### src/rtl/writeback_arbiter_pkg.sv
// -----------------------------------------------------------------------------
// writeback_arbiter_pkg
// Shared constants for the integer register file write path.
//   XLEN        : register data width (also used by the register file)
//   REG_ADDR_W  : register address width (also used by the register file)
//   SRC_ALU/MUL/LSU : result source indices on the writeback arbiter
// Helper:
//   rr_next()   : round-robin successor of an index, wrapping modulo n
// -----------------------------------------------------------------------------
package writeback_arbiter_pkg;

  localparam int XLEN       = 64;
  localparam int REG_ADDR_W = 5;

  localparam int SRC_ALU = 0;
  localparam int SRC_MUL = 1;
  localparam int SRC_LSU = 2;

  // Successor of idx in a ring of n entries.
  function automatic int rr_next(input int idx, input int n);
    return (idx + 1 >= n) ? 0 : idx + 1;
  endfunction

endpackage

### src/rtl/writeback_arbiter_rr.sv
// -----------------------------------------------------------------------------
// rr_arbiter
// Round-robin arbiter with the rotating priority pointer held inside.
// Ports:
//   clk_i    : clock, rising edge
//   rst_i    : synchronous active-high reset (pointer -> 0, grant forced 0)
//   valid_i  : N request bits
//   grant_o  : one-hot grant (combinational from valid_i and the pointer)
//   idx_o    : encoded index of the granted request (don't care if !any_o)
//   any_o    : a grant is issued this cycle
//   ptr_o    : current pointer value (highest-priority index), for debug
// Handshake: a requester k transfers when valid_i[k] && grant_o[k]; the
// grant never depends on anything but valid_i and the pointer.
// -----------------------------------------------------------------------------
module rr_arbiter
  import writeback_arbiter_pkg::*;
#(
  parameter int N = 3
) (
  input  logic                 clk_i,
  input  logic                 rst_i,
  input  logic [N-1:0]         valid_i,
  output logic [N-1:0]         grant_o,
  output logic [$clog2(N)-1:0] idx_o,
  output logic                 any_o,
  output logic [$clog2(N)-1:0] ptr_o
);

  localparam int IDX_W = $clog2(N);

  logic [IDX_W-1:0] r_ptr;
  logic [N-1:0]     w_grant;
  logic [IDX_W-1:0] w_idx;
  logic             w_any;

  // Search starts at the pointer and wraps; the first valid request wins.
  always_comb begin
    int k;
    k       = 0;
    w_grant = '0;
    w_idx   = '0;
    w_any   = 1'b0;
    for (int i = 0; i < N; i++) begin
      k = int'(r_ptr) + i;
      if (k >= N) k = k - N;
      if (!w_any && valid_i[k]) begin
        w_any      = 1'b1;
        w_idx      = IDX_W'(k);
        w_grant[k] = 1'b1;
      end
    end
    // Nothing is consumed while reset is held.
    if (rst_i) begin
      w_grant = '0;
      w_any   = 1'b0;
    end
  end

  always_ff @(posedge clk_i) begin
    if (rst_i) begin
      r_ptr <= '0;
    end else if (w_any) begin
      r_ptr <= IDX_W'(rr_next(int'(w_idx), N));
    end
  end

  assign grant_o = w_grant;
  assign idx_o   = w_idx;
  assign any_o   = w_any;
  assign ptr_o   = r_ptr;

endmodule

### src/rtl/writeback_arbiter.sv
// -----------------------------------------------------------------------------
// writeback_arbiter
// Merges results from NUM_SRC execution units (0=ALU, 1=MUL/DIV, 2=LSU) onto
// the single register file write port. One round-robin grant per cycle; the
// granted result is registered and appears on the write port one cycle later.
// Ports:
//   clk_i        : clock, rising edge
//   rst_i        : synchronous active-high reset
//   src_valid_i  : per-source result valid
//   src_rd_i     : per-source destination, source k at [k*REG_ADDR_W +: REG_ADDR_W]
//   src_data_i   : per-source data, source k at [k*XLEN +: XLEN]
//   src_ready_o  : one-hot grant; the granted result is consumed this cycle
//   write_en_o   : register file write enable (0 for results targeting x0)
//   write_addr_o : register file write address
//   write_data_o : register file write data
// Optional (macro WB_PERF_EN):
//   perf_writes_o    : cycles with write_en_o=1, wraps at 2^32
//   perf_conflicts_o : cycles with more than one src_valid_i bit set, wraps
// Handshake: source k transfers when src_valid_i[k] && src_ready_o[k]; a
// source holds valid/rd/data stable until granted, and ready depends only on
// src_valid_i and the internal round-robin pointer.
// -----------------------------------------------------------------------------
module writeback_arbiter #(
  parameter int NUM_SRC    = 3,
  parameter int XLEN       = writeback_arbiter_pkg::XLEN,
  parameter int REG_ADDR_W = writeback_arbiter_pkg::REG_ADDR_W
) (
  input  logic                          clk_i,
  input  logic                          rst_i,
  input  logic [NUM_SRC-1:0]            src_valid_i,
  input  logic [NUM_SRC*REG_ADDR_W-1:0] src_rd_i,
  input  logic [NUM_SRC*XLEN-1:0]       src_data_i,
  output logic [NUM_SRC-1:0]            src_ready_o,
`ifdef WB_PERF_EN
  output logic [31:0]                   perf_writes_o,
  output logic [31:0]                   perf_conflicts_o,
`endif
  output logic                          write_en_o,
  output logic [REG_ADDR_W-1:0]         write_addr_o,
  output logic [XLEN-1:0]               write_data_o
);

  localparam int IDX_W = $clog2(NUM_SRC);

  logic [NUM_SRC-1:0]    w_grant;
  logic [IDX_W-1:0]      w_idx;
  logic                  w_any;
  logic [IDX_W-1:0]      w_ptr;
  logic [REG_ADDR_W-1:0] w_sel_rd;
  logic [XLEN-1:0]       w_sel_data;

  logic                  r_write_en;
  logic [REG_ADDR_W-1:0] r_write_addr;
  logic [XLEN-1:0]       r_write_data;

  rr_arbiter #(
    .N (NUM_SRC)
  ) u_rr (
    .clk_i   (clk_i),
    .rst_i   (rst_i),
    .valid_i (src_valid_i),
    .grant_o (w_grant),
    .idx_o   (w_idx),
    .any_o   (w_any),
    .ptr_o   (w_ptr)
  );

  // Pointer is kept for debug visibility only; nothing in the datapath uses it.
  logic w_unused;
  assign w_unused = ^w_ptr;

  assign w_sel_rd   = src_rd_i[int'(w_idx)*REG_ADDR_W +: REG_ADDR_W];
  assign w_sel_data = src_data_i[int'(w_idx)*XLEN +: XLEN];

  // Output stage never stalls: the register file accepts every write.
  // x0 results still load addr/data but never raise the enable.
  always_ff @(posedge clk_i) begin
    if (rst_i) begin
      r_write_en   <= 1'b0;
      r_write_addr <= '0;
      r_write_data <= '0;
    end else if (w_any) begin
      r_write_en   <= (w_sel_rd != '0);
      r_write_addr <= w_sel_rd;
      r_write_data <= w_sel_data;
    end else begin
      r_write_en   <= 1'b0;
    end
  end

  assign src_ready_o  = w_grant;
  assign write_en_o   = r_write_en;
  assign write_addr_o = r_write_addr;
  assign write_data_o = r_write_data;

`ifdef WB_PERF_EN
  logic [31:0] r_perf_writes;
  logic [31:0] r_perf_conflicts;
  logic        w_conflict;

  assign w_conflict = ($countones(src_valid_i) > 1);

  always_ff @(posedge clk_i) begin
    if (rst_i) begin
      r_perf_writes    <= '0;
      r_perf_conflicts <= '0;
    end else begin
      if (r_write_en) r_perf_writes    <= r_perf_writes + 32'd1;
      if (w_conflict) r_perf_conflicts <= r_perf_conflicts + 32'd1;
    end
  end

  assign perf_writes_o    = r_perf_writes;
  assign perf_conflicts_o = r_perf_conflicts;
`endif

endmodule

### config.mk
export PLATFORM = sky130hd
export DESIGN_NAME = writeback_arbiter
export DESIGN_NICKNAME = d
export VERILOG_FILES = /design/src/rtl/writeback_arbiter_pkg.sv /design/src/rtl/writeback_arbiter_rr.sv /design/src/rtl/writeback_arbiter.sv
export SDC_FILE = /design/constraint.sdc
export NUM_CORES = 1
export LEC_CHECK = 0
export BUFFER_PORTS_ARGS = -buffer_cell sky130_fd_sc_hd__buf_2
export CAP_MARGIN = 30
export CORE_AREA = 2 2 112 114
export CTS_CLUSTER_DIAMETER = 30
export DETAILED_ROUTE_END_ITERATION = 8
export DIE_AREA = 0 0 114 116
export GPL_TIMING_DRIVEN = 0
export PLACE_DENSITY = 0.76
export SETUP_SLACK_MARGIN = 0.1
export SLEW_MARGIN = 10
export SYNTH_ARGS = -nofsm -noshare
export SYNTH_HDL_FRONTEND = slang
export SYNTH_SLANG_ARGS = --single-unit
### constraint.sdc
create_clock -name clk_i -period 5.85 [get_ports clk_i]
set_clock_uncertainty 0.1 [all_clocks]
set_input_delay 0.8775 -clock clk_i [delete_from_list [all_inputs] [get_ports clk_i]]
set_output_delay 0.8775 -clock clk_i [all_outputs]
set_load 0.02 [all_outputs]
==> summary.md <==
| Metric | Value |
|---|---|
| HPWL Detailed | approximately 11000 um |
| Initial Util | 0.359 |
| Crit-path max FO | 10 |
| Max_slew headroom | 0.334 |
| H-tree depth | 3 |
| Final Hold Vio Count | 0 |
| Worst-skew pair later-pin latency | about 320 ps |
| Sw Ratio | 0.438 |
| Top cell type by total area after synthesis | dfxtp_1 |
| Via count | approximately 4700 |
| Count of different cell masters after synthesis | between 40 and 50 |
| Final setup vio count | 0 |
| Ant diodes | 0 |
| Sequential fraction of design power | 0.196 |
| Final WL | 14400 um |
| P_int | roughly 2.2 mW |
| Main combinational cell family by area after synthesis | compound AO/OA/AOI/OAI gates |
| Crit share post-route | 0.612 |
| Layout net count | slightly below 1000 |
| Max cap viols | 0 |
| Die area | between 10000 and 15000 um2 |
| CTS Root Buffer Type | clkbuf_16 |
| Final core occ | 0.524 |
| CP endpoint kind | output port |
| FMAX | 279 MHz |
| Synthesized Nets | 680 |
| Clk buf depth | 2 |
| Xor/xnor cell area share of the yosys netlist | 0 |
| Mux cell area share after synthesis | 0.234 |
| Run status | complete, no violations |
| CTS sink count | roughly 70 |
| Antenna violations before repair | 0 |
| Overflow after GRT | 0 |
| Total CTS buffers | 9 |
| Combinational power share | 0.632 |
| CTS tree | yes |
| Die X | between 100 and 150 um |
| Worst hold-check slack | approximately 350 ps |
| Synth Cell Area | about 4300 um2 |
| NetSw | roughly 1.7 mW |
| Slew Viols, Final | 0 |
| Critical path type | flop to output port |
| DRC viols | 0 |
| Area delta synth->final | 45.9% |
| Wirelength per Cell | 15.9 um |
| Standard-cell rows | 40 |
| Req. time, crit path | between 4000 and 5000 ps |
| Setup bufs post-CTS | 0 |
| Detailed Routing Iterations Pass 1 | 4 |
| Hold-fix buffers, CTS | 0 |
| Clock power frac | 0.171 |
| Resized Gates After CTS | 0 |
| Complex-gate fraction of the synthesized area | 0.254 |
| Synth area leaders | dfxtp_1 34%, mux2_4 17%, a22oi_1 12%, a21oi_1 8.4%, nand2_1 6.1% |
| Fin worst setup slack | 2270 ps |
| Post-Synth Adder-Cell Area | 0.0117 |
| Top Ports | ~290 |
| Avg Inst Size Synth | 9.21 um2 |
| Worst Setup Slack post-DPL | ~2300 ps |
| RSZ-0062 raised after global routing | no |
| First-pass GRT wire length | around 21000 um |
| Vias in the first global route | ~4500 |
| Layout cells sized above 1 | 0.509 |
| Simple-Gate Fraction of Synth Area | 0.108 |
| Peak supply drop | around 0.27 mV |
| Largest net degree at the start of global routing | 13 |
| Register area share after synthesis | 0.337 |
| TNS Setup | 0 ps |
| Routability-driven placement congestion ratio | 0.879 |
| Total power | 3.94 mW |
| Total GRT Usage | 0.204 |
| Syn Inst Count | 464 |
| Clk slew on worst S/H paths | around 50 ps |
| Initial drt markers | about 230 |
| Port buffer count | ~280 |
| Hold/Removal Path Class | flop to flop |
| Core box area | approximately 12000 um2 |
| LEAKAGE | 3.14 nW |
| Post-DR vias/cell | just over 5 |
| Die height | around 120 um |
| Startpoint Class | flop |
| Yosys Warn Count | 0 |
| Number of routed nets with antenna violations | 0 |
| Power Dens Cells | approximately 630 nW/um2 |
| Measured slew at the worst slew-check pin | about 1000 ps |
| Critical path arrival | about 2600 ps |
| Share of Yosys cell area claimed by the top area cell type | 0.337 |
| Final min period | between 3000 and 4000 ps |
| #FFs+latches synth | around 70 |
-- final timing paths --
check / start / slack [ps] / cells after the start / to
worst min-delay path: write_addr_o[4] / 350 / 2 / write_addr_o[4]
worst max register to register: u_rr.ptr_o[0] / 2460 / 9 / write_data_o[13]
worst max-delay path: u_rr.ptr_o[0] / 2270 / 9 / src_ready_o[1]
worst min register to register: write_addr_o[4] / 350 / 2 / write_addr_o[4]
-- state kept, by name (all words and copies together) (netlist names) --
name	count
write_en_o	1
write_data_o	64
u_rr.ptr_o	2
write_addr_o	5
-- per-stage QoR --
stage	cells	instance area (um2)
floorplan	464	4280
global placement	894	5880
detailed placement	894	5880
CTS	910	6240
global route	910	6240
finish	910	6240
-- final cells by class --
type	count	area, um2
fill	1142	5670
clock buffer	11	233
tap	147	184
timing repair buffer	283	1420
clock inverter	5	129
inverter	6	22.5
multi-input combinational	348	2600
sequential	72	1440
buffer	38	210
-- cells by family after synthesis --
| kind of cell | count (synthesis) |
|---|---|
| AO/OA/AOI/OAI | 168 |
| AND/OR/NAND/NOR | 104 |
| adder cells (fa/ha/maj) | 4 |
| flip-flops | 72 |
| buffers and inverters | 44 |
| multiplexers | 72 |
-- worst max-delay path, cell delays in order, from the launching register on --
cell      delay (ps)
dfxtp_1          380
inv_1             80
ha_1             270
buf_2            200
mux2i_1          350
o21ai_0          230
nor2b_1          200
a21oi_1          110
a211oi_1         260
buf_2            210
-- cell usage in the layout, fill, tap and decap left out, drive strengths merged, types with 3 or more instances in the layout --
cell type / instances
a22o: 3
nor2: 14
mux2i: 7
bufinv: 4
a32oi: 3
inv: 6
clkbuf: 29
nor3: 7
o21ai: 8
a211oi: 3
dfxtp: 72
mux2: 65
a31oi: 3
a22oi: 66
ha: 4
a21oi: 73
buf: 303
nand2: 70
-- routing by layer --
layer | vias to the layer above | part of all wire | GRT usage
met3 | 26 | 0.074 | 0.0408
met4 | 0 | 0.020 | 0.0756
met2 | 220 | 0.52 | 0.390
li1 | 2307 | - | -
met5 | - | 0 | 0
met1 | 2171 | 0.39 | 0.223
-- power groups by stage --
| stage | combinational, mW | clock [mW] | sequential, mW |
|---|---|---|---|
| after floorplan | 1.65 | 0 | 0.990 |
| after global placement | 2.48 | 0 | 0.775 |
| after detailed placement | 2.51 | 0 | 0.777 |
| after CTS | 2.52 | 0.688 | 0.773 |
| after global routing | 2.72 | 0.708 | 0.792 |
| final | 2.49 | 0.675 | 0.774 |
-- synth_stat cells, drive strengths merged --
cell / number
nand2b: 1
a32oi: 3
a2111oi: 1
inv: 6
o2111ai: 2
nand3: 2
and3b: 1
a22o: 3
and2: 1
a21o: 2
o32ai: 1
nor2b: 1
mux2i: 7
a211oi: 3
buf: 20
nor2: 14
or3: 2
a21oi: 73
a31oi: 3
or2: 1
clkbuf: 18
mux2: 65
o21ai: 8
o211a: 1
dfxtp: 72
or4b: 1
ha: 4
a22oi: 66
nor3: 7
a211o: 1
nand3b: 1
a221oi: 1
or3b: 2
nand2: 70
Power figures use the tool's default switching activity.
